$ cat src/rtl/sdram_pkg.sv
// Shared types and constants for the buffered SDRAM request front-end.
// Request record, queue FSM states and the word-alignment mask for sd_addr.
package sdram_pkg;

  localparam int SD_ADDR_W   = 32;
  localparam int SD_DATA_W   = 32;
  localparam int SD_BYTE_LSB = $clog2(SD_DATA_W / 8);
  localparam logic [SD_ADDR_W-1:0] SD_ADDR_MASK = {SD_ADDR_W{1'b1}} << SD_BYTE_LSB;

  typedef struct packed {
    logic                 we;
    logic [SD_ADDR_W-1:0] addr;
    logic [SD_DATA_W-1:0] wdata;
  } req_t;

  typedef enum logic [1:0] {
    IDLE  = 2'd0,
    ISSUE = 2'd1,
    WAIT  = 2'd2,
    RESP  = 2'd3
  } q_state_e;

  function automatic logic [SD_ADDR_W-1:0] word_align(input logic [SD_ADDR_W-1:0] a);
    return a & SD_ADDR_MASK;
  endfunction

endpackage

$ cat src/rtl/sdram_req_fifo.sv
// Synchronous request FIFO; pointers carry an extra wrap bit so full and empty differ.
// req_ready is registered from the next-state pointers, so it is low while in reset.
module sdram_req_fifo
  import sdram_pkg::*;
#(
  parameter  int DEPTH = 8,
  localparam int AW    = $clog2(DEPTH)
) (
  input  logic        clk,
  input  logic        rst_n,
  input  logic        i_push,
  input  req_t        i_data,
  output logic        o_ready,
  input  logic        i_pop,
  output req_t        o_data,
  output logic        o_empty,
  output logic [AW:0] o_count
);

  req_t        r_mem [DEPTH];
  logic [AW:0] r_wptr;
  logic [AW:0] r_rptr;
  logic        r_ready;
  logic        w_push;
  logic        w_pop;
  logic [AW:0] w_wptr_nxt;
  logic [AW:0] w_rptr_nxt;

  assign w_push     = i_push & r_ready;
  assign w_pop      = i_pop & ~o_empty;
  assign w_wptr_nxt = r_wptr + (AW+1)'(w_push);
  assign w_rptr_nxt = r_rptr + (AW+1)'(w_pop);

  assign o_empty = (r_wptr == r_rptr);
  assign o_count = r_wptr - r_rptr;
  assign o_ready = r_ready;
  assign o_data  = r_mem[r_rptr[AW-1:0]];

  always_ff @(posedge clk or negedge rst_n) begin
    if (!rst_n) begin
      r_wptr  <= '0;
      r_rptr  <= '0;
      r_ready <= 1'b0;
    end else begin
      r_wptr  <= w_wptr_nxt;
      r_rptr  <= w_rptr_nxt;
      r_ready <= (w_wptr_nxt - w_rptr_nxt) != (AW+1)'(DEPTH);
    end
  end

  always_ff @(posedge clk) begin
    if (w_push) r_mem[r_wptr[AW-1:0]] <= i_data;
  end

endmodule

$ cat src/rtl/sdram_req_queue.sv
// Buffered front-end for sdram_core: queues requests, issues one command at a time,
// returns in-order responses and flags commands whose completion never arrives.
module sdram_req_queue
  import sdram_pkg::*;
#(
  parameter  int ADDR_WIDTH  = SD_ADDR_W,
  parameter  int DATA_WIDTH  = SD_DATA_W,
  parameter  int DEPTH       = 8,
  parameter  int TIMEOUT_CYC = 1024,
  localparam int CW          = $clog2(DEPTH) + 1,
  localparam int TW          = $clog2(TIMEOUT_CYC + 1)
) (
  input  logic                  clk,
  input  logic                  rst_n,
  input  logic                  req_valid,
  output logic                  req_ready,
  input  logic                  req_we,
  input  logic [ADDR_WIDTH-1:0] req_addr,
  input  logic [DATA_WIDTH-1:0] req_wdata,
  output logic                  rsp_valid,
  input  logic                  rsp_ready,
  output logic                  rsp_we,
  output logic [DATA_WIDTH-1:0] rsp_rdata,
  output logic [ADDR_WIDTH-1:0] sd_addr,
  output logic [DATA_WIDTH-1:0] sd_wdata,
  output logic                  sd_wr,
  output logic                  sd_rd,
  input  logic                  sd_rdy,
  input  logic                  sd_wvalid,
  input  logic                  sd_rvalid,
  input  logic [DATA_WIDTH-1:0] sd_rdata,
  output logic                  err_timeout,
  output logic [CW-1:0]         occupancy
);

  q_state_e              r_state;
  logic                  r_we;
  logic [ADDR_WIDTH-1:0] r_sd_addr;
  logic [DATA_WIDTH-1:0] r_sd_wdata;
  logic                  r_sd_wr;
  logic                  r_sd_rd;
  logic [TW-1:0]         r_timer;
  logic                  r_rsp_valid;
  logic                  r_rsp_we;
  logic [DATA_WIDTH-1:0] r_rsp_rdata;
  logic                  r_err;

  req_t w_push_req;
  req_t w_head;
  logic w_empty;
  logic w_pop;
  logic w_done;

  assign w_push_req = '{we: req_we, addr: req_addr, wdata: req_wdata};
  assign w_pop      = (r_state == IDLE) && !w_empty;
  // Only the completion matching the outstanding command type counts.
  assign w_done     = r_we ? sd_wvalid : sd_rvalid;

  sdram_req_fifo #(.DEPTH(DEPTH)) u_fifo (
    .clk     (clk),
    .rst_n   (rst_n),
    .i_push  (req_valid),
    .i_data  (w_push_req),
    .o_ready (req_ready),
    .i_pop   (w_pop),
    .o_data  (w_head),
    .o_empty (w_empty),
    .o_count (occupancy)
  );

  always_ff @(posedge clk or negedge rst_n) begin
    if (!rst_n) begin
      r_state     <= IDLE;
      r_we        <= 1'b0;
      r_sd_addr   <= '0;
      r_sd_wdata  <= '0;
      r_sd_wr     <= 1'b0;
      r_sd_rd     <= 1'b0;
      r_timer     <= '0;
      r_rsp_valid <= 1'b0;
      r_rsp_we    <= 1'b0;
      r_rsp_rdata <= '0;
      r_err       <= 1'b0;
    end else begin
      case (r_state)
        IDLE: begin
          if (!w_empty) begin
            r_we       <= w_head.we;
            r_sd_addr  <= word_align(w_head.addr);
            r_sd_wdata <= w_head.we ? w_head.wdata : '0;
            r_sd_wr    <= w_head.we;
            r_sd_rd    <= !w_head.we;
            r_state    <= ISSUE;
          end
        end
        ISSUE: begin
          if (sd_rdy) begin
            r_sd_wr    <= 1'b0;
            r_sd_rd    <= 1'b0;
            r_sd_wdata <= '0;
            r_timer    <= '0;
            r_state    <= WAIT;
          end
        end
        WAIT: begin
          if (w_done) begin
            r_rsp_valid <= 1'b1;
            r_rsp_we    <= r_we;
            r_rsp_rdata <= r_we ? '0 : sd_rdata;
            r_state     <= RESP;
          end else if (r_timer == TW'(TIMEOUT_CYC - 1)) begin
            // Abandon the command: report it with zero data and flag the error.
            r_err       <= 1'b1;
            r_rsp_valid <= 1'b1;
            r_rsp_we    <= r_we;
            r_rsp_rdata <= '0;
            r_state     <= RESP;
          end else begin
            r_timer <= r_timer + 1'b1;
          end
        end
        RESP: begin
          if (rsp_ready) begin
            r_rsp_valid <= 1'b0;
            r_rsp_we    <= 1'b0;
            r_rsp_rdata <= '0;
            r_state     <= IDLE;
          end
        end
        default: r_state <= IDLE;
      endcase
    end
  end

  assign sd_addr     = r_sd_addr;
  assign sd_wdata    = r_sd_wdata;
  assign sd_wr       = r_sd_wr;
  assign sd_rd       = r_sd_rd;
  assign rsp_valid   = r_rsp_valid;
  assign rsp_we      = r_rsp_we;
  assign rsp_rdata   = r_rsp_rdata;
  assign err_timeout = r_err;

endmodule

$ cat config.mk
export PLATFORM = sky130hd
export DESIGN_NAME = sdram_req_queue
export DESIGN_NICKNAME = d
export VERILOG_FILES = /design/src/rtl/sdram_pkg.sv /design/src/rtl/sdram_req_fifo.sv /design/src/rtl/sdram_req_queue.sv
export SDC_FILE = /design/constraint.sdc
export NUM_CORES = 1
export LEC_CHECK = 0
export CORE_MARGIN = 2
export CORE_UTILIZATION = 35
export CTS_CLUSTER_DIAMETER = 60
export DETAILED_ROUTE_END_ITERATION = 16
export PLACE_DENSITY = 0.57
export SLEW_MARGIN = 20
export SYNTH_ARGS = -nofsm -noshare
export SYNTH_HDL_FRONTEND = slang
export SYNTH_HIERARCHICAL = 1
export SYNTH_SLANG_ARGS = --single-unit
$ cat constraint.sdc
create_clock -name clk -period 7.3 [get_ports clk]
set_clock_uncertainty 0.1 [all_clocks]
set_input_delay 0.73 -clock clk [delete_from_list [all_inputs] [get_ports clk]]
set_output_delay 0.73 -clock clk [all_outputs]
set_load 0.05 [all_outputs]
After elaboration in Yosys (flattened, before gate mapping):

Memories as Yosys holds them, arrays and structs flattened.
Index checks and enable logic that the tools add are counted.

* add/sub/neg operators: 5
* $mul: 0
* div/mod/pow operators: 0
* magnitude comparators: 0
* equal/unequal tests: 12
* shift-type cells: 0
* muxes and demuxes: 34
* bitwise gates (word level): 4
* reduce and logical (&&, ||, !) cells: 13

Operators by type and width (count)
* 32-bit 2-to-1 mux: 7
* 32-bit one-hot mux with 2 select lines: 2
* 11-bit 2-to-1 mux: 3
* 11-bit one-hot mux with 2 select lines: 1
* 11-bit by 1-bit adder with 11-bit output, second input constant: 1
* 11-bit by 10-bit == test with 1-bit output, second input constant: 1
* 1-bit 2-to-1 mux: 11
* 2-bit 2-to-1 mux: 5
* 2-bit inequality test, second input constant: 5
* 3-bit AND reduction: 3
* 4-bit by 1-bit adder with 4-bit output: 2
* 1-bit one-hot mux with 2 select lines: 4
* 2-bit one-hot mux with 4 select lines: 1
* 4-bit AND reduction: 2
* 4-bit subtractor: 2
* 2-bit nonzero test: 3
* 2-bit == test, second input constant: 2
* 4-bit == test: 1
* 4-bit inequality test, second input constant: 1
* 3-bit inequality test, second input constant: 1
* 1-bit AND: 2
* 2-bit by 1-bit == test with 1-bit output, second input constant: 1
* 1-bit zero test: 2
* 2-bit zero test: 1
* other kinds (3): 4

* register bits: 122
* latch bits: 0
* bits in writable memories: 520
* bits in read-only memories: 0
* word-level logic and storage cells: 83
* memories kept: 1

Memory list
* u_fifo.r_mem: words 8, width 65, read ports 1, clocked after memory_dff 0, write ports 1, RTL line sdram_req_fifo.sv:20 `req_t r_mem [DEPTH];`

Longest topological paths before layout:

* depth in word-level cells: 7
* mapped depth: 19
* gate-level depth less buffers: 14

Hierarchy:

Netlist, hierarchy kept.

Modules (own cells, without submodules)
* sdram_req_fifo: instances 1, cells an instance 955, area each 20159.3 µm², seq. area each 15840.2 µm²
* sdram_req_queue: instances 1, cells an instance 323, area each 4496.8 µm², seq. area each 2827.7 µm²

Worst setup path after synthesis:

Ideal clock, no wire load.

* path type: input -> register
* start point: input req_valid
* end point: memory u_fifo/r_mem[0][0] (netlist name) (enable)
* library setup time: 0.568 ns
* arrival time: 5.406 ns
* data required time: 6.632 ns
* path slack: 1.226 ns
* stages: 3
* path buffers: 0
* cells stage by stage: and2_1 -> nand2b_1 -> nor3_1

* longest elaborated chain between the ends: 3

Ends and longest elaborated chain
* start, declared: RTL line sdram_req_queue.sv:15 `input logic req_valid,`
* 1-bit AND: RTL line sdram_req_fifo.sv:29 `assign w_push = i_push & r_ready;`
* 1-bit 2-to-1 mux: RTL line sdram_req_fifo.sv:52 `if (w_push) r_mem[r_wptr[AW-1:0]] <= i_data;`
* 1-bit 2-to-1 mux (not written as such): RTL line sdram_req_fifo.sv:52
* end, declared: RTL line sdram_req_fifo.sv:20

No other way between the ends.

Worst setup path in the final report:

* start point: register u_fifo.r_rptr[0]
* end point: output occupancy[3]

* longest elaborated chain between the ends: 1

Ends and longest elaborated chain
* start, declared: RTL line sdram_req_fifo.sv:22 `logic [AW:0] r_rptr;`
* start signal, assigned: RTL line sdram_req_fifo.sv:46 `r_rptr <= w_rptr_nxt;`
* 4-bit subtractor: RTL line sdram_req_fifo.sv:35 `assign o_count = r_wptr - r_rptr;`
* end, declared: RTL line sdram_req_queue.sv:33 `output logic [CW-1:0] occupancy`

No other way between the ends.

==> results <==
- The number of violations reported at the end of detailed-routing iteration 0 is 722.
- The via count normalized by instance count is 5.007.
- The clock reaches the later pin of the worst-skew pair after 0.61 ns.
- The total number of placement rows is 96.
- The gate count of the mapped netlist is 1,252.
- The flow ran to the end, and the final reports show no timing, DRC or antenna violations.
- The transition time of the tightest slew-check pin is 0.9618 ns.
- The layout net count is 1,611.
- The average routed wire per standard cell is 22.54 um.
- The critical path buffer and inverter count is 2.
- Once the floorplan was initialized, standard cells occupied 35.21% of the core.
- The maximum VDD drop is 0.0002097 V.
- The worst hold-check path type is in -> async.
- The largest incremental delay on the critical path is 1.06 ns.
- The leakage power is 0.01038 uW.
- In this run the tightest slew margin relative to its limit is 35.88%.
- The post-detailed-route count of antenna-violating nets is 0.
- For this run, the top clock speed supported by timing is 233.9 MHz.
- The hold violation total from the final report is 0.
- For this design the ratio of total power to cell area is 436.6 mW/mm2.
- The placed instances occupy a cell area of 0.02717 mm2.
- The family of cells with the greatest summed delay on the critical path is flip-flops.
- The type of the setup path with the least slack is reg -> out.
- The number of placed cells counting well taps is 2,300.
- For this design, the CTS-stage hold fixing added 0 buffers.
- The CTS buffer count is 70.
- The buffer type at the clock tree root is clkbuf_16.
- Entering global routing, the biggest net connects 67 pins.
- TritonCTS built the clock tree.
- The slowest stage of the critical path is the dfrtp_4 cell.
- Traced cell by cell, the critical path runs through ha_1 > inv_1 > a21o_1 > a21oi_1 > xor2_1 > clkdlybuf4s50_1.
- The clock transition time at the flip-flop clock pins of the worst setup and hold paths is 0.06 ns.
- The post-layout minimum cycle time is 4.276 ns.
- The most frequent standard cell in the layout excluding fill and tap cells is edfxtp_1.
- The maximum buffer depth of the clock tree is 3.
- The count of final max-slew check failures is 0.
- The core utilization of the finished layout is 43.11%.
- The initial antenna violation count is 9.
- The overall die height is 266.2 um.
- The length of the first detailed-routing pass in iterations is 5.
- The highest net fanout along the worst path is 44.
- The die covers 0.07087 mm2.
- Max-cap violations in this run came to 0.
- The count of buffers added on input and output ports is 205.
- Excluding fillers, the count of instances in the completed layout stands at 2,433.
- Setup repair after global routing left no endpoint under its margin.
- The layout overhead on the synthesized area is 22.44%.
- In the final timing run, aggregate negative setup slack is 0 ns.
- The synthesized cell area is 0.02406 mm2.
- After detailed routing, the total wire length is 54,850 um.
- The sum of overflow across all layers after global routing is 0.
- Summing over every cut layer, the via total after detailed routing is 12,180.
- The required time at the endpoint of the critical path is 6.47 ns.
- In this run, post-CTS repair resized a total of 0 instances.
- The core region is 0.06835 mm2.
- The count of buffers added by post-CTS timing repair for setup is 0.
- The setup violation total in the final timing report is 0.
- The Yosys step of the flow raised 6 warnings.
- CTS built an H-tree with a depth of 3.
- The mean instance size in the synthesized netlist is 19.22 um2.
- The data arrival time of the critical path is 3.45 ns.
- The kind of capture point of the worst setup path is a primary output.
- Of the cells placed in the final design, the portion with a size suffix greater than 1 is 20.53%.
- The final weighted congestion in routability-driven placement is 0.7013.
- In the global route stage, overall resource usage came out at 15.55%.
- From left edge to right edge, the die measures 266.2 um.
- The number of top-level design ports is 210.
- STA classifies the critical path startpoint as a flop.
- The top cell types in the final layout, fill and taps aside, are 504 x edfxtp_1, 204 x clkdlybuf4s50_1, 203 x nand2_1.
- The number of global-route vias before repair is 13,160.
- In the routed design, unresolved DRC markers number 0.
- The first-pass GRT wire length is 81,690 um.
- The final standard cell area without fillers is 0.02946 mm2.
- The share of the clock period used by the worst path after layout is 58.57%.
- Fill cells in the final layout number 5,922.
- The total number of clock tree sinks is 626.
- Summed over all nets, the half-perimeter wirelength after detailed placement is 29,440 um.
[state kept, by name (all words and copies together), names as in the netlist]
signal and count:
r_timer 11, sd_addr 30, u_fifo/r_rptr 4, u_fifo/o_ready 1
rsp_valid 1, u_fifo/r_mem 504, sd_wdata 32, rsp_we 1
r_state 2, sd_wr 1, err_timeout 1, rsp_rdata 32
r_we 1, sd_rd 1, u_fifo/r_wptr 4
[layout make-up]
cell class	instances	area (um2)	share of cell area [%]
clock inverter	39	387.9	1.317
tap	882	1104	3.746
antenna	2	5.005	0.01699
multi-input combinational	548	5548	18.83
timing repair buffer	232	2280	7.738
sequential	626	18200	61.77
inverter	13	48.80	0.1656
clock buffer	91	1891	6.417
[worst register-to-register path, delay by kind of cell (launching register included)]
family          cells  cell delay (ns)
xor+xnor            1             0.22
flops               1             0.69
simple gates        6             0.94
buf+inv             1             0.37
compound gates      1             0.07
fa+ha+maj           4             1.18
mux                 1             0.07
[stage by stage]
| step | setup slack [ns] | total power [uW] | hold WS, ns |
|---|---|---|---|
| after floorplan | 1.367 | 8143 | 0.3344 |
| after global placement | 3.420 | 9496 | 0.3550 |
| after detailed placement | 3.495 | 9579 | 0.3665 |
| after CTS | 2.925 | 13060 | 0.06561 |
| after global routing | 2.781 | 13520 | 0.1082 |
| final | 3.024 | 12860 | 0.07101 |
[per-layer routing]
layer  vias to the layer above  track usage, %  share of wire, %
met2                       296           25.86                49
li1                       5422               -                 -
met3                        92           3.623               5.5
met4                        14           4.935               2.1
met5                         -               0              0.17
met1                      6359           20.22                44
[path summary, 6_finish.rpt]
check                            startpoint                to  slack (ns)  cells after the start
hold / removal                        rst_n      sd_wdata[18]        0.07                      1
hold reg to reg                       sd_wr             sd_wr        0.37                      1
setup / recovery           u_fifo/r_rptr[0]      occupancy[3]        3.02                      6
min in group clk                      sd_wr             sd_wr        0.37                      1
setup reg to reg           u_fifo/r_rptr[2]    u_fifo/o_ready        3.54                     14
max in group asynchronous             rst_n  u_fifo/r_rptr[2]        5.51                      2
[power breakdown]
group          internal, uW  leakage, uW  total (uW)  switching [uW]
clock                  2000      0.00111        3440            1440
combinational          1790      0.00312        4470            2680
sequential             4560      0.00615        4960             401
Power figures use the tool's default switching activity.
